### src/rtl/reset_sequencer_pkg.sv
// Shared definitions for the reset sequencer: state encoding, default hold
// constants and the per-state output decode.
package reset_seq_pkg;

  typedef enum logic [2:0] {
    ST_LOCK  = 3'd0,
    ST_SRAM  = 3'd1,
    ST_ETH   = 3'd2,
    ST_USB   = 3'd3,
    ST_READY = 3'd4
  } seq_state_e;

  localparam int unsigned DEF_CNT_W       = 24;
  localparam int unsigned DEF_LOCK_STABLE = 1024;
  localparam int unsigned DEF_SRAM_HOLD   = 16;
  localparam int unsigned DEF_ETH_HOLD    = 500000;
  localparam int unsigned DEF_USB_HOLD    = 16;

  typedef struct packed {
    logic sram_rst_n;
    logic eth_rst_n;
    logic usb_rst_n;
    logic sys_ready;
  } rst_out_t;

  // Each reset is released once the FSM has moved past the state that holds it.
  function automatic rst_out_t outputs_for(seq_state_e st);
    rst_out_t o;
    o = '0;
    case (st)
      ST_ETH:   o.sram_rst_n = 1'b1;
      ST_USB: begin
        o.sram_rst_n = 1'b1;
        o.eth_rst_n  = 1'b1;
      end
      ST_READY: o = '1;
      default:  o = '0;
    endcase
    return o;
  endfunction

endpackage

### src/rtl/sync_2ff.sv
// Generic two-flop synchroniser with asynchronous active-low clear.
module sync_2ff #(
  parameter int unsigned WIDTH = 1
) (
  input  logic             clk,
  input  logic             rst_n,
  input  logic [WIDTH-1:0] d,
  output logic [WIDTH-1:0] q
);

  logic [WIDTH-1:0] meta_q, meta_d;
  logic [WIDTH-1:0] sync_q, sync_d;

  always_comb begin
    meta_d = d;
    sync_d = meta_q;
  end

  always_ff @(posedge clk or negedge rst_n) begin
    if (!rst_n) begin
      meta_q <= '0;
      sync_q <= '0;
    end else begin
      meta_q <= meta_d;
      sync_q <= sync_d;
    end
  end

  assign q = sync_q;

endmodule

### src/rtl/reset_sequencer.sv
// Waits for a stable USB PLL lock, then releases SRAM, Ethernet and USB resets
// in order; restarts on lock loss or soft reset.
module reset_sequencer
  import reset_seq_pkg::*;
#(
  parameter int unsigned CNT_W       = DEF_CNT_W,
  parameter int unsigned LOCK_STABLE = DEF_LOCK_STABLE,
  parameter int unsigned SRAM_HOLD   = DEF_SRAM_HOLD,
  parameter int unsigned ETH_HOLD    = DEF_ETH_HOLD,
  parameter int unsigned USB_HOLD    = DEF_USB_HOLD
) (
  input  logic       clk,
  input  logic       rst_n,
  input  logic       pll_locked,
  input  logic       soft_rst,
  output logic       sram_rst_n,
  output logic       eth_rst_n,
  output logic       usb_rst_n,
  output logic       sys_ready,
  output logic [2:0] seq_state
);

  if (LOCK_STABLE == 0 || SRAM_HOLD == 0 || ETH_HOLD == 0 || USB_HOLD == 0) begin : g_zero_hold
    $error("reset_sequencer: hold and lock counts must be non-zero");
  end

  if (64'(LOCK_STABLE) >= (64'd1 << CNT_W) || 64'(SRAM_HOLD) >= (64'd1 << CNT_W) ||
      64'(ETH_HOLD) >= (64'd1 << CNT_W) || 64'(USB_HOLD) >= (64'd1 << CNT_W)) begin : g_wide_hold
    $error("reset_sequencer: hold count does not fit in CNT_W bits");
  end

  localparam logic [CNT_W-1:0] LOCK_LAST = CNT_W'(LOCK_STABLE - 1);
  localparam logic [CNT_W-1:0] SRAM_LAST = CNT_W'(SRAM_HOLD - 1);
  localparam logic [CNT_W-1:0] ETH_LAST  = CNT_W'(ETH_HOLD - 1);
  localparam logic [CNT_W-1:0] USB_LAST  = CNT_W'(USB_HOLD - 1);
  localparam logic [CNT_W-1:0] CNT_ONE   = CNT_W'(1);

  logic             lk_s;
  seq_state_e       state_q, state_d;
  logic [CNT_W-1:0] cnt_q, cnt_d;
  rst_out_t         out_q, out_d;

  sync_2ff #(
    .WIDTH (1)
  ) u_lock_sync (
    .clk   (clk),
    .rst_n (rst_n),
    .d     (pll_locked),
    .q     (lk_s)
  );

  always_ff @(posedge clk or negedge rst_n) begin
    if (!rst_n) begin
      state_q <= ST_LOCK;
      cnt_q   <= '0;
      out_q   <= '0;
    end else begin
      state_q <= state_d;
      cnt_q   <= cnt_d;
      out_q   <= out_d;
    end
  end

  always_comb begin
    state_d = state_q;
    cnt_d   = cnt_q;
    if (soft_rst || (!lk_s && state_q != ST_LOCK)) begin
      state_d = ST_LOCK;
      cnt_d   = '0;
    end else begin
      case (state_q)
        ST_LOCK: begin
          if (!lk_s) begin
            cnt_d = '0;
          end else if (cnt_q == LOCK_LAST) begin
            state_d = ST_SRAM;
            cnt_d   = '0;
          end else begin
            cnt_d = cnt_q + CNT_ONE;
          end
        end
        ST_SRAM: begin
          if (cnt_q == SRAM_LAST) begin
            state_d = ST_ETH;
            cnt_d   = '0;
          end else begin
            cnt_d = cnt_q + CNT_ONE;
          end
        end
        ST_ETH: begin
          if (cnt_q == ETH_LAST) begin
            state_d = ST_USB;
            cnt_d   = '0;
          end else begin
            cnt_d = cnt_q + CNT_ONE;
          end
        end
        ST_USB: begin
          if (cnt_q == USB_LAST) begin
            state_d = ST_READY;
            cnt_d   = '0;
          end else begin
            cnt_d = cnt_q + CNT_ONE;
          end
        end
        ST_READY: cnt_d = '0;
        default: begin
          state_d = ST_LOCK;
          cnt_d   = '0;
        end
      endcase
    end
  end

  // Outputs decode from the next state so they register on the transition edge.
  always_comb begin
    out_d = outputs_for(state_d);
  end

  assign sram_rst_n = out_q.sram_rst_n;
  assign eth_rst_n  = out_q.eth_rst_n;
  assign usb_rst_n  = out_q.usb_rst_n;
  assign sys_ready  = out_q.sys_ready;
  assign seq_state  = state_q;

endmodule

### config.mk
export PLATFORM = sky130hd
export DESIGN_NAME = reset_sequencer
export DESIGN_NICKNAME = d
export VERILOG_FILES = /design/src/rtl/reset_sequencer_pkg.sv /design/src/rtl/sync_2ff.sv /design/src/rtl/reset_sequencer.sv
export SDC_FILE = /design/constraint.sdc
export NUM_CORES = 1
export LEC_CHECK = 0
export ABC_AREA = 1
export ABC_CLOCK_PERIOD_IN_PS = 1700
export CORE_UTILIZATION = 53
export DETAILED_ROUTE_END_ITERATION = 6
export GPL_TIMING_DRIVEN = 0
export PLACE_DENSITY = 0.75
export SYNTH_ARGS = -nofsm -noshare
export SYNTH_HDL_FRONTEND = slang
export SYNTH_SLANG_ARGS = --single-unit
### constraint.sdc
create_clock -name clk -period 1.7 [get_ports clk]
set_input_delay 0.17 -clock clk [delete_from_list [all_inputs] [get_ports clk]]
set_output_delay 0.17 -clock clk [all_outputs]
set_load 0.02 [all_outputs]
==> results by group, run 1 <==
Timing
  • FMAX: 596 MHz
  • Fin crit share: 98.7%
  • Actual slew at the worst max-slew pin: ~0.69 ns
  • Largest clock skew in the final design: 0.0206 ns
  • Final count of hold timing violations: 0
  • Setup repair after global routing missed its margin: true
  • Setup Viol. Count Final: 0
  • Total negative setup slack: 0 ns
  • Remaining max-slew budget at the tightest pin: 54.1%
  • Period minus WS final: between 1.5 and 2 ns
  • Worst hold slack across all endpoints: 0.281 ns
  • Count of pins over their slew limit: 0

Worst setup path
  • CP required: 1.92 ns
  • CP startpoint: cnt_q[9]$_DFF_PN0_
  • Critical path startpoint category: flop
  • Crit end category: flop
  • Largest fanout of any net on the critical path: 7
  • R2R Path Start: cnt_q[9]$_DFF_PN0_
  • Endpoint arrival time on the critical path: 1.90 ns
  • Crit Path Class: reg -> reg

Die
  • Core Rows: 20
  • Die boundary width: 60.7 um
  • Initial cell density of the core: about 58%
  • Die footprint: 3690 um2
  • Core region area: 3150 um2
  • Number of I/O pins: 11
  • Die span in y: 60.7 um

Clock network
  • Clock Pin Slew Worst Setup and Hold Paths: 0.09 ns
  • Number of clock buffers inserted by TritonCTS: 5
  • CTS tree: done
  • Maximum level of the CTS H-tree: 2
  • Library cell used as clock root buffer: sky130_fd_sc_hd__clkbuf_4
  • Sinks on Clock Net: 32
  • Clock Latency Late Sink: 0.34 ns
  • Largest buffer count on any clock path: 2

Logic synthesis
  • Number of flip-flops and latches in the synthesized netlist: 32
  • Cell Area, Synth: around 1800 um2
  • Post-synth net total: between 200 and 250
  • Post-synthesis area per instance: about 7.8 um2
  • Synthesized instance count: 234
  • Synth unique cells: 24
  • Warnings from Yosys: 0
  • Sequential fraction of the synthesis area: 43.8%

Routing
  • Initial DRT Pass Iterations: 4
  • Uppermost routed layer: met4
  • Met3 Routed Length: 91 um
  • Post-route DRC: 0
  • Met1 routed wirelength after detailed routing: 1830 um
  • Initial drt markers: 72
  • Antenna Nets Post-Route: 0
  • Total Wirelength: 3910 um
  • Via Count: between 1.5k and 2k
  • Vias per cell: between 4 and 5
  • Detail-routed net length per standard cell: 12.6 um
  • Met2 WL: 1940 um

GRT
  • Wire length of the first global-routing pass: 6360 um
  • Via count of the first global-routing pass: 1473
  • Global route overflow: 0
  • Global-route usage over all layers: approximately 24%
  • Pin count of the biggest net entering global routing: 33
  • Antenna violations before repair: 0

Hold path
  • Hold WC Path Type: in -> reg
  • Hold_sp: pll_locked

Place
  • Placer's final routability congestion estimate: 0.916
  • Post-detailed-placement half-perimeter wirelength: 2620 um
  • Number of port buffers: 10
  • DP Area: 1980 um2

Cells and area
  • Share of post-route cells with drive strength above 1: roughly 23%
  • Post-layout net count: 271
  • Post-layout utilization of the core: 71.6%
  • Number of diodes: 0
  • Area growth from synthesis to final layout: 23.6%
  • Cell area after layout: 2260 um2

Power
  • Total power per unit cell area: 578 nW/um2
  • Leak pwr: 1.08 nW
  • Worst VDD drop: 0.000385 V

Run status
  • Status: completed

Job
  • Max-Cap Viols: 0
==> final timing paths <==
path | cells after the start | slack [ns] | endpoint
min in group asynchronous | 2 | 0.40 | cnt_q[4]$_DFF_PN0_
max | 11 | 0.02 | cnt_q[15]$_DFF_PN0_
min reg2reg | 0 | 0.36 | u_lock_sync.q$_DFF_PN0_
min | 1 | 0.28 | u_lock_sync.meta_q$_DFF_PN0_
max in group asynchronous | 2 | 0.82 | cnt_q[2]$_DFF_PN0_
max reg2reg | 11 | 0.02 | cnt_q[15]$_DFF_PN0_
==> placed cells by master, fill, tap and decap left out, types with 2 or more instances in the layout <==
cell,netlist,layout
sky130_fd_sc_hd__buf_2,2,2
sky130_fd_sc_hd__nor2_4,0,3
sky130_fd_sc_hd__nand3_1,13,12
sky130_fd_sc_hd__dfrtp_1,32,30
sky130_fd_sc_hd__xnor2_1,5,5
sky130_fd_sc_hd__nand2_2,0,2
sky130_fd_sc_hd__o21ai_0,2,2
sky130_fd_sc_hd__nand4_1,11,11
sky130_fd_sc_hd__nor3_1,2,2
sky130_fd_sc_hd__nor2_1,56,47
sky130_fd_sc_hd__nand3_2,2,2
sky130_fd_sc_hd__buf_4,2,13
sky130_fd_sc_hd__nor2_2,11,17
sky130_fd_sc_hd__clkbuf_4,0,6
sky130_fd_sc_hd__dfrtp_2,0,2
sky130_fd_sc_hd__clkinv_2,0,2
sky130_fd_sc_hd__inv_1,27,27
sky130_fd_sc_hd__nand2_1,44,42
sky130_fd_sc_hd__buf_6,1,3
sky130_fd_sc_hd__clkdlybuf4s50_1,0,9
sky130_fd_sc_hd__xor2_1,15,15
==> cells by family (layout without fill, tap and decap cells) <==
family,count (synthesis),count (layout),synth area share (%)
AOI/OAI and AO/OA,5,5,1.85
xor gates and xnor gates,20,20,9.59
and+or+nand+nor,142,142,35.2
buffers and inverters,34,67,8.84
adders and majority gates,1,1,0.685
DFF,32,32,43.8
==> through the flow <==
step	setup slack, ns	power, mW	std cells
after CTS	0.00889	1.30	302
final	0.0220	1.30	311
after detailed placement	-0.148	0.838	288
after floorplan	0.121	0.811	234
after global placement	-0.138	0.839	288
after global routing	-0.0798	1.36	311
==> timing repair <==
| item | in CTS | in global routing |
|---|---|---|
| cloned | 0 | 2 |
| resized for setup | 3 | 22 |
| endpoints found under the setup margin | 23 | 23 |
| hold buffers | 1 | 0 |
| endpoints found under the hold margin | 32 | 0 |
| setup buffers | 5 | 7 |
| pin swaps | 1 | 7 |
==> power breakdown <==
group          switching (mW)  total, mW  internal (mW)  leakage, nW
registers             0.00280      0.768          0.765        0.438
logic                  0.0420     0.0730         0.0309        0.602
clock network           0.267      0.464          0.197       0.0380
total                   0.312       1.30          0.993         1.08
==> synthesized netlist by cell type <==
master / instances / area share (%)
sky130_fd_sc_hd__xor2_1: 15 / 7.2
sky130_fd_sc_hd__buf_2: 2 / 0.55
sky130_fd_sc_hd__nand3b_1: 1 / 0.41
sky130_fd_sc_hd__buf_12: 1 / 1.1
sky130_fd_sc_hd__buf_6: 1 / 0.62
sky130_fd_sc_hd__inv_2: 1 / 0.21
sky130_fd_sc_hd__o21bai_1: 1 / 0.41
sky130_fd_sc_hd__nand4_1: 11 / 3.8
sky130_fd_sc_hd__nand3_1: 13 / 3.6
sky130_fd_sc_hd__ha_1: 1 / 0.68
sky130_fd_sc_hd__nor2_1: 56 / 12
sky130_fd_sc_hd__nor3_4: 1 / 0.89
sky130_fd_sc_hd__nand3_2: 2 / 1.1
sky130_fd_sc_hd__nand2_4: 1 / 0.62
sky130_fd_sc_hd__xnor2_1: 5 / 2.4
sky130_fd_sc_hd__nor3_1: 2 / 0.55
sky130_fd_sc_hd__nor2_2: 11 / 3.8
sky130_fd_sc_hd__a21oi_2: 1 / 0.48
sky130_fd_sc_hd__o21a_1: 1 / 0.41
sky130_fd_sc_hd__dfrtp_1: 32 / 44
sky130_fd_sc_hd__nand2_1: 44 / 9.0
sky130_fd_sc_hd__inv_1: 27 / 5.5
sky130_fd_sc_hd__buf_4: 2 / 0.82
sky130_fd_sc_hd__o21ai_0: 2 / 0.55
==> sequential cells by signal, indices dropped and copies added, names as in the netlist <==
signal,count
cnt_q,24
sys_ready,1
u_lock_sync.meta_q,1
sram_rst_n,1
eth_rst_n,1
seq_state,3
u_lock_sync.q,1
==> critical path, cell delays in order (launching register included) <==
cell and delay, ns:
sky130_fd_sc_hd__dfrtp_1 0.34, sky130_fd_sc_hd__buf_2 0.17, sky130_fd_sc_hd__nand2_1 0.10, sky130_fd_sc_hd__inv_2 0.12, sky130_fd_sc_hd__nand2_1 0.08, sky130_fd_sc_hd__nor2_2 0.12
sky130_fd_sc_hd__nand3_1 0.10, sky130_fd_sc_hd__nand2_1 0.08, sky130_fd_sc_hd__nand3_2 0.10, sky130_fd_sc_hd__nand2_4 0.16, sky130_fd_sc_hd__clkbuf_16 0.17, sky130_fd_sc_hd__nor2_2 0.03
==> metal layers <==
layer  vias to the layer above  GRT usage (%)
met5                         -              0
met4                         0           7.47
met3                         7           7.46
met2                        20           40.0
met1                       736           30.5
li1                        787              -
==> layout make-up <==
type                            instances  area (um2)
Clock inverter                          2        10.0
Sequential cell                        32         803
Tap cell                               44        55.1
Inverter                               28         105
Fill cell                             266         895
Clock buffer                            6        51.3
Timing Repair Buffer                   25         235
Buffer                                  6        58.8
Multi-Input combinational cell        168         940
Note: power is estimated with default switching activity, not from simulation.
==> inputs of run 2 (changes only) <==
--- a/config.mk
+++ b/config.mk
@@ -7,10 +7,13 @@
 export LEC_CHECK = 0
 export ABC_AREA = 1
 export ABC_CLOCK_PERIOD_IN_PS = 1700
-export CORE_UTILIZATION = 53
+export CELL_PAD_IN_SITES_DETAIL_PLACEMENT = 2
+export CELL_PAD_IN_SITES_GLOBAL_PLACEMENT = 2
+export CORE_UTILIZATION = 31
 export DETAILED_ROUTE_END_ITERATION = 6
 export GPL_TIMING_DRIVEN = 0
-export PLACE_DENSITY = 0.75
+export PLACE_DENSITY_LB_ADDON = 0.1
 export SYNTH_ARGS = -nofsm -noshare
 export SYNTH_HDL_FRONTEND = slang
+export SYNTH_HIERARCHICAL = 1
 export SYNTH_SLANG_ARGS = --single-unit
==> results by group, run 2 <==
Logic synthesis
  • Post-synthesis area per instance: 7.50 um2 (-4.0%)
  • Number of flip-flops and latches in the synthesized netlist: 32 (unchanged)
  • Cell accounting for the most synthesized area: sky130_fd_sc_hd__dfrtp_1
  • Synth unique cells: 25 (+4.2%)
  • Sequential fraction of the synthesis area: 44.0% (+0.12 points)
  • Most numerous cell in the Yosys netlist: sky130_fd_sc_hd__nor2_1
  • Leading cell types by total area after synthesis: sky130_fd_sc_hd__dfrtp_1 (44%), sky130_fd_sc_hd__nor2_1 (14%), sky130_fd_sc_hd__nand2_1 (9.5%), sky130_fd_sc_hd__xor2_1 (6.3%), sky130_fd_sc_hd__inv_1 (5.6%)
  • Top post-synthesis cells by count: sky130_fd_sc_hd__nor2_1 (69), sky130_fd_sc_hd__nand2_1 (46), sky130_fd_sc_hd__dfrtp_1 (32)
  • Post-synth net total: 248 (+3.8%)
  • Number of enable flip-flop cells after synthesis: 0 (unchanged)
  • Async set or reset register ratio after synthesis: 100% (unchanged)
  • Warnings from Yosys: 6 (+6)
  • Post-synth top flop: sky130_fd_sc_hd__dfrtp_1
  • Synth top area share: 44.0% (+0.12 points)
  • Synthesized instance count: 243 (+3.8%)
  • Cell Area, Synth: 1820 um2 (-0.27%)

Power
  • Worst VDD drop: 0.000373 V (-3.2%)
  • Leak pwr: 1.15 nW (+7.0%)
  • Total power per unit cell area: 669 nW/um2 (+16%)
  • Relative contribution of combinational cells to total power: 5.6% (about the same)
  • Share of total power in the clock network: 48.8% (+13 points)
  • Switching fraction of total power: 21.5% (-2.4 points)
  • Net switching power figure: 0.362 mW (+16%)
  • Total design power: 1.69 mW (+29%)
  • Share of total power in sequential cells: 45.6% (-13 points)
  • Cell Int Power: 1.32 mW (+33%)

Worst setup path
  • Critical path startpoint category: flop
  • Largest fanout of any net on the critical path: 7 (unchanged)
  • Crit Path Class: reg -> reg
  • Kind of cell with the highest combined delay on the critical path: simple AND/OR/NAND/NOR gates
  • Crit end category: flop
  • CP required: 1.88 ns (-0.04 ns)
  • Worst-path cell with the longest stage delay: sky130_fd_sc_hd__dfrtp_1
  • Endpoint arrival time on the critical path: 1.87 ns (-0.03 ns)
  • Worst path max stage delay: 0.32 ns (-0.02 ns)
  • Cells along the critical path: clkbuf_4, inv_2, nor2_1, nand2_1, nor2_2, nand3_1, nand2_1, nand3_4, nand2_8, clkbuf_16, nor2_2
  • Number of buffer and inverter stages on the critical path: 3 (unchanged)

Clock network
  • CTS tree: done
  • Clock Pin Slew Worst Setup and Hold Paths: 0.07 ns (-0.02 ns)
  • Largest buffer count on any clock path: 2 (unchanged)
  • Number of clock buffers inserted by TritonCTS: 5 (unchanged)
  • Clock Latency Late Sink: 0.30 ns (-0.04 ns)
  • Maximum level of the CTS H-tree: 2 (unchanged)
  • Sinks on Clock Net: 32 (unchanged)
  • Library cell used as clock root buffer: sky130_fd_sc_hd__clkbuf_8

Cells and area
  • Non-filler instance count after layout: 350 (+13%)
  • Number of diodes: 0 (unchanged)
  • Post-layout net count: 282 (+4.1%)
  • Area growth from synthesis to final layout: 38.3%
  • Max FFs per register: 24 (unchanged)
  • Cell area after layout: 2520 um2 (+12%)
  • Register with the most flip-flops: cnt_q
  • Share of post-route cells with drive strength above 1: 33.1% (+10 points)
  • Commonest non-fill, non-tap cells in the layout: sky130_fd_sc_hd__nor2_1 (43), sky130_fd_sc_hd__nand2_1 (41), sky130_fd_sc_hd__inv_1 (25), sky130_fd_sc_hd__dfrtp_1 (22), sky130_fd_sc_hd__nor2_2 (21)
  • Filler cell count: 648 (+140%)
  • Most frequent standard cell in the layout excluding fill and tap cells: sky130_fd_sc_hd__nor2_1

Timing
  • Actual slew at the worst max-slew pin: 0.750 ns (+0.0620 ns)
  • Setup slack after layout: 0.0184 ns (-0.00357 ns)
  • Setup repair after global routing missed its margin: true
  • Final count of hold timing violations: 0 (unchanged)
  • Period minus WS final: 1.68 ns (+0.00357 ns)
  • Setup Viol. Count Final: 0 (unchanged)
  • FMAX: 595 MHz (-0.21%)
  • Remaining max-slew budget at the tightest pin: 50.0% (-4.1 points)
  • Largest clock skew in the final design: 0.00605 ns (-0.0146 ns)
  • Fin crit share: 98.9% (+0.21 points)
  • Worst hold slack across all endpoints: 0.311 ns (+0.0297 ns)
  • Count of pins over their slew limit: 0 (unchanged)

GRT
  • Pin count of the biggest net entering global routing: 33 (unchanged)
  • Via count of the first global-routing pass: 1830 (+24%)
  • Most congested layer reported by global routing: met2
  • Routing usage on met1: 25.3% (-5.2 points)
  • Wire length of the first global-routing pass: 9370 um (+47%)
  • Antenna violations before repair: 0 (unchanged)
  • Global route overflow: 0 (unchanged)
  • Met2 Track Usage GR: 35.0% (-5.0 points)
  • Met3 track demand over resource: 4.65% (-2.8 points)
  • Global-route usage over all layers: 20.6% (-3.6 points)

Routing
  • Antenna Nets Post-Route: 0 (unchanged)
  • Via Count: 1734 (+12%)
  • Total Wirelength: 6040 um (+55%)
  • Post-route DRC: 0 (unchanged)
  • Initial DRT Pass Iterations: 4 (unchanged)
  • Initial drt markers: 56 (-22%)
  • Vias per cell: 4.95 (-0.59%)
  • Detail-routed net length per standard cell: 17.3 um (+37%)

Place
  • Placed Cells incl. Taps: 325 (+13%)
  • Post-detailed-placement half-perimeter wirelength: 4090 um (+56%)
  • Post-Place Worst Slack: -0.296 ns (-0.148 ns)
  • Number of port buffers: 10 (unchanged)
  • DP Area: 2010 um2 (+1.5%)
  • Placer's final routability congestion estimate: 0.765 (-17%)

Run status
  • Status: completed

Die
  • Die boundary width: 78.7 um (+30%)
  • Die footprint: 6190 um2 (+68%)
  • Initial cell density of the core: 32.7% (-25 points)
  • Number of I/O pins: 11 (unchanged)
  • Core Rows: 27 (+35%)
  • Die span in y: 78.7 um (+30%)
  • Core region area: 5570 um2 (+77%)

Job
  • Max-Cap Viols: 0 (unchanged)

Hold path
  • Hold WC Path Type: in -> reg
run 2: cell type report:
| cell class | count | area [um2] | share of cell area, % |
|---|---|---|---|
| plain buffers | 5 | 52.6 | 2.09 |
| multi-input cells | 177 | 1070 | 42.4 |
| clock inverters | 1 | 30.0 | 1.19 |
| clock buffers | 7 | 96.3 | 3.82 |
| inverters | 29 | 109 | 4.32 |
| repair buffers | 27 | 260 | 10.3 |
| flip-flops and latches | 32 | 813 | 32.3 |
| well taps | 72 | 90.1 | 3.57 |
run 2: kinds of logic (layout without fill, tap and decap cells):
logic type      Yosys count  count (layout)  share of synthesized area, %
simple gates            153             153                          36.5
fa+ha+maj                 1               1                         0.687
flops                    32              32                          44.0
xor+xnor                 18              18                          8.65
buf+inv                  34              69                          8.17
compound gates            5               5                          1.99
run 2: worst paths after layout:
path | startpoint | end | slack (ns) | cells after the start
setup / recovery | cnt_q[4]$_DFF_PN0_ | cnt_q[7]$_DFF_PN0_ | 0.02 | 11
hold / removal | pll_locked | u_lock_sync/meta_q$_DFF_PN0_ | 0.31 | 1
setup reg to reg | cnt_q[4]$_DFF_PN0_ | cnt_q[7]$_DFF_PN0_ | 0.02 | 11
hold reg to reg | u_lock_sync/meta_q$_DFF_PN0_ | u_lock_sync/q$_DFF_PN0_ | 0.35 | 0
max in group asynchronous | rst_n | seq_state[0]$_DFF_PN0_ | 0.69 | 2
min in group asynchronous | rst_n | cnt_q[13]$_DFF_PN0_ | 0.48 | 2
run 2: power groups by stage:
stage	logic, mW	clock network [mW]	registers, mW
2_1_floorplan	0.0233	0	0.782
3_3_place_gp	0.0564	0	0.782
3_5_place_dp	0.0563	0	0.783
4_1_cts	0.0649	0.840	0.768
5_1_grt	0.103	0.863	0.769
6_report	0.0942	0.822	0.769
run 2: timing repair:
item,CTS,global route
hold buffers,1,0
hold endpoints to repair,32,0
resized for setup,18,51
cloned,0,2
endpoints found under the setup margin,28,23
setup buffers,4,10
pin swaps,2,9
run 2: through the flow:
step | utilization [%] | setup TNS [ns]
global route | 45.2 | -1.81
floorplan | - | 0
detailed placement | 36.0 | -6.03
CTS | 40.3 | -0.0134
finish | 45.2 | 0
global placement | 36.1 | -13.58
run 2: metal layers:
metal,wire [um],vias up
met2,3270,18
met1,2590,886
met4,71,0
met5,0,-
met3,114,6
li1,-,824
